===== config.mk =====
export PLATFORM = sky130hd
export DESIGN_NAME = pri_rr_arbiter
export DESIGN_NICKNAME = d
export VERILOG_FILES = /design/src/rtl/pri_rr_arbiter.sv
export SDC_FILE = /design/constraint.sdc
export NUM_CORES = 1
export LEC_CHECK = 0
export CORE_ASPECT_RATIO = 1.4
export CORE_MARGIN = 5
export CORE_UTILIZATION = 59
export CTS_BUF_LIST = sky130_fd_sc_hd__clkbuf_8
export DETAILED_ROUTE_END_ITERATION = 12
export PLACE_DENSITY = 0.79
export SYNTH_ARGS = -nofsm -noshare
export SYNTH_HDL_FRONTEND = slang
export SYNTH_SLANG_ARGS = --single-unit

===== constraint.sdc =====
create_clock -name clk -period 4.8 [get_ports clk]
set_input_delay 0.96 -clock clk [delete_from_list [all_inputs] [get_ports clk]]
set_output_delay 0.96 -clock clk [all_outputs]
set_load 0.02 [all_outputs]

===== src/rtl/pri_rr_arbiter.sv =====
// Round-robin arbiter with a registered one-hot grant, held until the owner drops its request.
// Define PRI_ARB_TIMEOUT_EN to force a release after MAX_HOLD grant cycles when others wait.
module pri_rr_arbiter #(
  parameter int N        = 8,
  parameter int IDX_W    = 3,
  parameter int MAX_HOLD = 16,
  parameter int CNT_W    = 5
) (
  input  logic             clk,
  input  logic             rst_n,
  input  logic [N-1:0]     req,
  output logic [N-1:0]     gnt,
  output logic [IDX_W-1:0] gnt_idx,
  output logic             gnt_valid,
  output logic             timeout
);

  typedef enum logic {IDLE, GRANT} state_t;

  state_t           state, next_state;
  logic [IDX_W-1:0] ptr, next_ptr, next_idx;
  logic [IDX_W-1:0] search_start, after_owner, win_idx, pos;
  logic [N-1:0]     next_gnt, search_req, owner_mask;
  logic             do_search, win_found, force_rel;

  generate
    if (N < 2 || IDX_W != $clog2(N) || CNT_W < $clog2(MAX_HOLD + 1)) begin : g_param_check
      $error("pri_rr_arbiter: inconsistent N/IDX_W/MAX_HOLD/CNT_W");
    end
  endgenerate

  assign owner_mask  = N'(1) << gnt_idx;
  assign after_owner = (gnt_idx == IDX_W'(N - 1)) ? '0 : gnt_idx + 1'b1;

  // A release (voluntary or forced) restarts the search just past the owner and excludes it.
  always_comb begin
    do_search    = 1'b0;
    search_start = ptr;
    search_req   = req;
    next_ptr     = ptr;
    if (state == IDLE) begin
      do_search = 1'b1;
    end else if (!req[gnt_idx] || force_rel) begin
      do_search    = 1'b1;
      search_start = after_owner;
      search_req   = req & ~owner_mask;
      next_ptr     = after_owner;
    end
  end

  // Descending offset scan so the lowest offset from search_start is the last to write win_idx.
  always_comb begin
    win_found = 1'b0;
    win_idx   = '0;
    pos       = '0;
    for (int k = N - 1; k >= 0; k--) begin
      pos = IDX_W'((int'(search_start) + k) % N);
      if (search_req[pos]) begin
        win_found = 1'b1;
        win_idx   = pos;
      end
    end
  end

  always_comb begin
    next_state = state;
    next_gnt   = gnt;
    next_idx   = gnt_idx;
    if (do_search) begin
      if (win_found) begin
        next_state = GRANT;
        next_gnt   = N'(1) << win_idx;
        next_idx   = win_idx;
      end else begin
        next_state = IDLE;
        next_gnt   = '0;
        next_idx   = '0;
      end
    end
  end

  always_ff @(posedge clk or negedge rst_n) begin
    if (!rst_n) begin
      state     <= IDLE;
      ptr       <= '0;
      gnt       <= '0;
      gnt_idx   <= '0;
      gnt_valid <= 1'b0;
    end else begin
      state     <= next_state;
      ptr       <= next_ptr;
      gnt       <= next_gnt;
      gnt_idx   <= next_idx;
      gnt_valid <= |next_gnt;
    end
  end

`ifdef PRI_ARB_TIMEOUT_EN
  logic [CNT_W-1:0] hold_cnt;

  // Forced release only when someone else is waiting; a lone owner keeps the grant.
  assign force_rel = (state == GRANT) && req[gnt_idx] &&
                     (hold_cnt == CNT_W'(MAX_HOLD - 1)) && |(req & ~owner_mask);

  always_ff @(posedge clk or negedge rst_n) begin
    if (!rst_n) begin
      hold_cnt <= '0;
      timeout  <= 1'b0;
    end else begin
      timeout <= force_rel;
      if (next_state == IDLE || (do_search && win_found))
        hold_cnt <= '0;
      else if (hold_cnt != CNT_W'(MAX_HOLD))
        hold_cnt <= hold_cnt + 1'b1;
    end
  end
`else
  assign force_rel = 1'b0;
  assign timeout   = 1'b0;
`endif

endmodule


==> summary.md <==
| Metric | Value |
|---|---|
| TNS Setup | `0 ns` |
| WS Path Type | `in2reg` |
| Final hold violation count | `0` |
| Clock sinks | `16` |
| Finished Layout Cells | `326` |
| H-Tree Depth | `1` |
| Worst path bufs/invs | `3` |
| Initial antenna violation count | `0` |
| Longest Clk Path Bufs | `2` |
| Critical path arrival | `4.64 ns` |
| Register area | `about 400 um^2` |
| Vias per inst | `about 6.7` |
| Syn_nets | `267` |
| Area leader, netlist | `dfrtp_1` |
| Fraction of layout instances using a drive strength above 1 | `about a fifth` |
| Total Wirelength | `5980 um` |
| Share of the synthesized area in the top cell type | `between 10% and 20%` |
| WL per Instance | `18.3 um` |
| RSZ-0062 raised after global routing | `no` |
| DP Worst Slack | `about 0.15 ns` |
| Post-CTS Repair Setup Buffers | `0` |
| Multi-input logic area | `1550 um^2` |
| Worst Setup Slack, final | `0.303 ns` |
| Final #Nets | `304` |
| Synth area leaders | `dfrtp_1 (19%), mux2i_1 (8.6%), ha_1 (4.2%)` |
| Least-Margin Pin Slew | `0.743 ns` |
| Synth cell count leaders | `mux2i_1 (18), nor2_1 (18), inv_1 (17), nand2_1 (17), dfrtp_1 (16)` |
| Global route overflow | `0` |
| Via count | `between 2000 and 2500` |
| Synth cell types | `67` |
| Hold-fix buffers at CTS | `0` |
| Worst path max stage delay | `0.45 ns` |
| Family with the most delay on the worst path | `compound AO/OA/AOI/OAI gates` |
| Main synth FF type | `dfrtp_1` |
| Seq cells post-synth | `16` |
| Sequential element share of the synthesized area | `19.0%` |
| Largest net degree at the start of global routing | `23` |
| Die Footprint | `4870 um^2` |
| Critical path startpoint category | `primary input` |
| Type of destination of the critical path | `flop` |
| Die Ht | `80.6 um` |
| Synthesized area | `between 2000 and 2500 um^2` |
| Setup-failing EPs final | `0` |
| Placed insts | `~320` |
| # fillers | `283` |
| Post-route clock skew | `roughly 0.0019 ns` |
| Clock Pin Slew Worst Setup and Hold Paths | `~0.060 ns` |
| Async S/R FF share, synth | `between 90% and 100%` |
| Worst-path maximum fanout | `7` |
| Final Max Slew Viols | `0` |
| CP max stage cell | `clkdlybuf4s50_1` |
| PortBufs | `21` |
| Detailed-route DRC error count | `0` |
| Crit path top cell by count | `nor2_1` |
| Final HPWL DP | `roughly 4700 um` |
| MaxCap Viol Count | `0` |
| Cell Rows | `25` |
| Worst-skew pair later-pin latency | `0.25 ns` |
| Final Cycle Share | `roughly 94%` |
| Total CTS buffers | `3` |
| Required @ worst endpoint | `4.94 ns` |
| Syn avg cell area | `8.41 um^2` |
| ANT cells | `0` |
| Crit path time final | `approximately 4.5 ns` |
| DRT Pass-1 Iters | `7` |
| Initial DRC count | `173` |
| Outcome | `finished, final reports clean` |
| Die width | `60.4 um` |
| Post-CTS Resized | `0` |
| Ys Warns | `0` |
| Worst path cell trace | `clkdlybuf4s50_1 -> mux2_4 -> o22a_4 -> a21oi_4 -> mux2i_1 -> inv_2 -> ha_1 -> inv_1 -> a221oi_1 -> nor2_1 -> mux2_2 -> a2111o_1 -> a211oi_1 -> nor2_1 -> o32ai_1` |
| Fmax | `0.222 GHz` |
| I/O pins | `23` |
| Remaining antenna violation count | `0` |
| Total GRT Usage | `between 20% and 30%` |
| Area grow syn2layout | `18.7%` |
| Hold Path Class | `reg2reg` |
| Routability Congestion | `between 0.9 and 1` |
| Initial core utilization | `a little over 60%` |
| Vias in the first global route | `2259` |
| First-pass GRT wire length | `about 10000 um` |
| Clk root buf | `clkbuf_8` |
| Max transition margin | `50.2%` |
| CTS tree | `yes` |
| Post-synth EDFFs | `0` |
| Core footprint | `between 3000 and 4000 um^2` |
| Cell count after synthesis | `250` |
[placed cells by master (no fill, tap or decap), types with 3 or more instances in the layout]
| cell | instances |
|---|---|
| a211oi_1 | 5 |
| a21oi_1 | 8 |
| a32o_1 | 4 |
| and2_1 | 4 |
| buf_4 | 21 |
| clkbuf_8 | 4 |
| clkdlybuf4s50_1 | 21 |
| dfrtp_1 | 16 |
| ha_1 | 7 |
| inv_1 | 17 |
| inv_2 | 3 |
| mux2_2 | 3 |
| mux2i_1 | 18 |
| nand2_1 | 17 |
| nand2b_1 | 8 |
| nand3_1 | 8 |
| nor2_1 | 18 |
| nor3_1 | 7 |
| nor4_1 | 4 |
| o21ai_0 | 14 |
| o21ai_1 | 5 |
| o221ai_1 | 8 |
| o22ai_1 | 6 |
| o32ai_1 | 6 |
| or2_2 | 5 |
[final cells by class]
class / count / area share (%)
clock buffer: 4 / 2.21
multi-input combinational: 204 / 62.0
inverter: 20 / 3.01
tap: 40 / 2.01
sequential: 16 / 16.0
timing repair buffer: 42 / 14.7
[per-stage QoR]
stage               util (%)  instance area [um^2]  hold WS [ns]
floorplan                  -                  2100         0.620
global placement        71.6                  2440         0.512
detailed placement      71.6                  2440         0.515
CTS                     73.2                  2500         0.533
global route            73.2                  2500         0.579
finish                  73.2                  2500         0.534
[logic make-up after synthesis]
group | Yosys count | share of synthesized area, %
adders and majority gates | 7 | 4.17
DFF | 16 | 19.0
and+or+nand+nor | 81 | 20.4
buffers and inverters | 30 | 7.32
other | 1 | 0.178
AOI/OAI and AO/OA | 86 | 33.0
muxes | 26 | 14.3
xor gates and xnor gates | 3 | 1.61
[final timing paths]
| path | start | endpoint | cells after the start | slack [ns] |
|---|---|---|---|---|
| worst max register to register | gnt_idx[0]$_DFFE_PN0N_ | gnt[5]$_DFF_PN0_ | 14 | 0.77 |
| max in group asynchronous | rst_n | gnt_idx[0]$_DFFE_PN0N_ | 1 | 3.25 |
| worst min-delay path | gnt[1]$_DFF_PN0_ | gnt[1]$_DFF_PN0_ | 1 | 0.53 |
| worst min register to register | gnt[1]$_DFF_PN0_ | gnt[1]$_DFF_PN0_ | 1 | 0.53 |
| min in group asynchronous | rst_n | gnt[6]$_DFF_PN0_ | 1 | 1.12 |
| worst max-delay path | req[5] | gnt[5]$_DFF_PN0_ | 15 | 0.30 |
[routing by layer]
| metal | up-vias | share of wire, % | track usage, % |
|---|---|---|---|
| li1 | 1027 | - | - |
| met1 | 1036 | 40 | 30.6 |
| met3 | 27 | 5.0 | 2.57 |
| met2 | 97 | 51 | 46.6 |
| met4 | 0 | 3.3 | 12.6 |
| met5 | - | 0 | 0 |
[registers in the layout, summed over array words and instances, names as in the netlist]
| signal | cells |
|---|---|
| state | 1 |
| ptr | 3 |
| gnt_valid | 1 |
| gnt_idx | 3 |
| gnt | 8 |
Power is not shown: default switching activity piles up to over one toggle a cycle in this logic, so the estimate is an artifact.
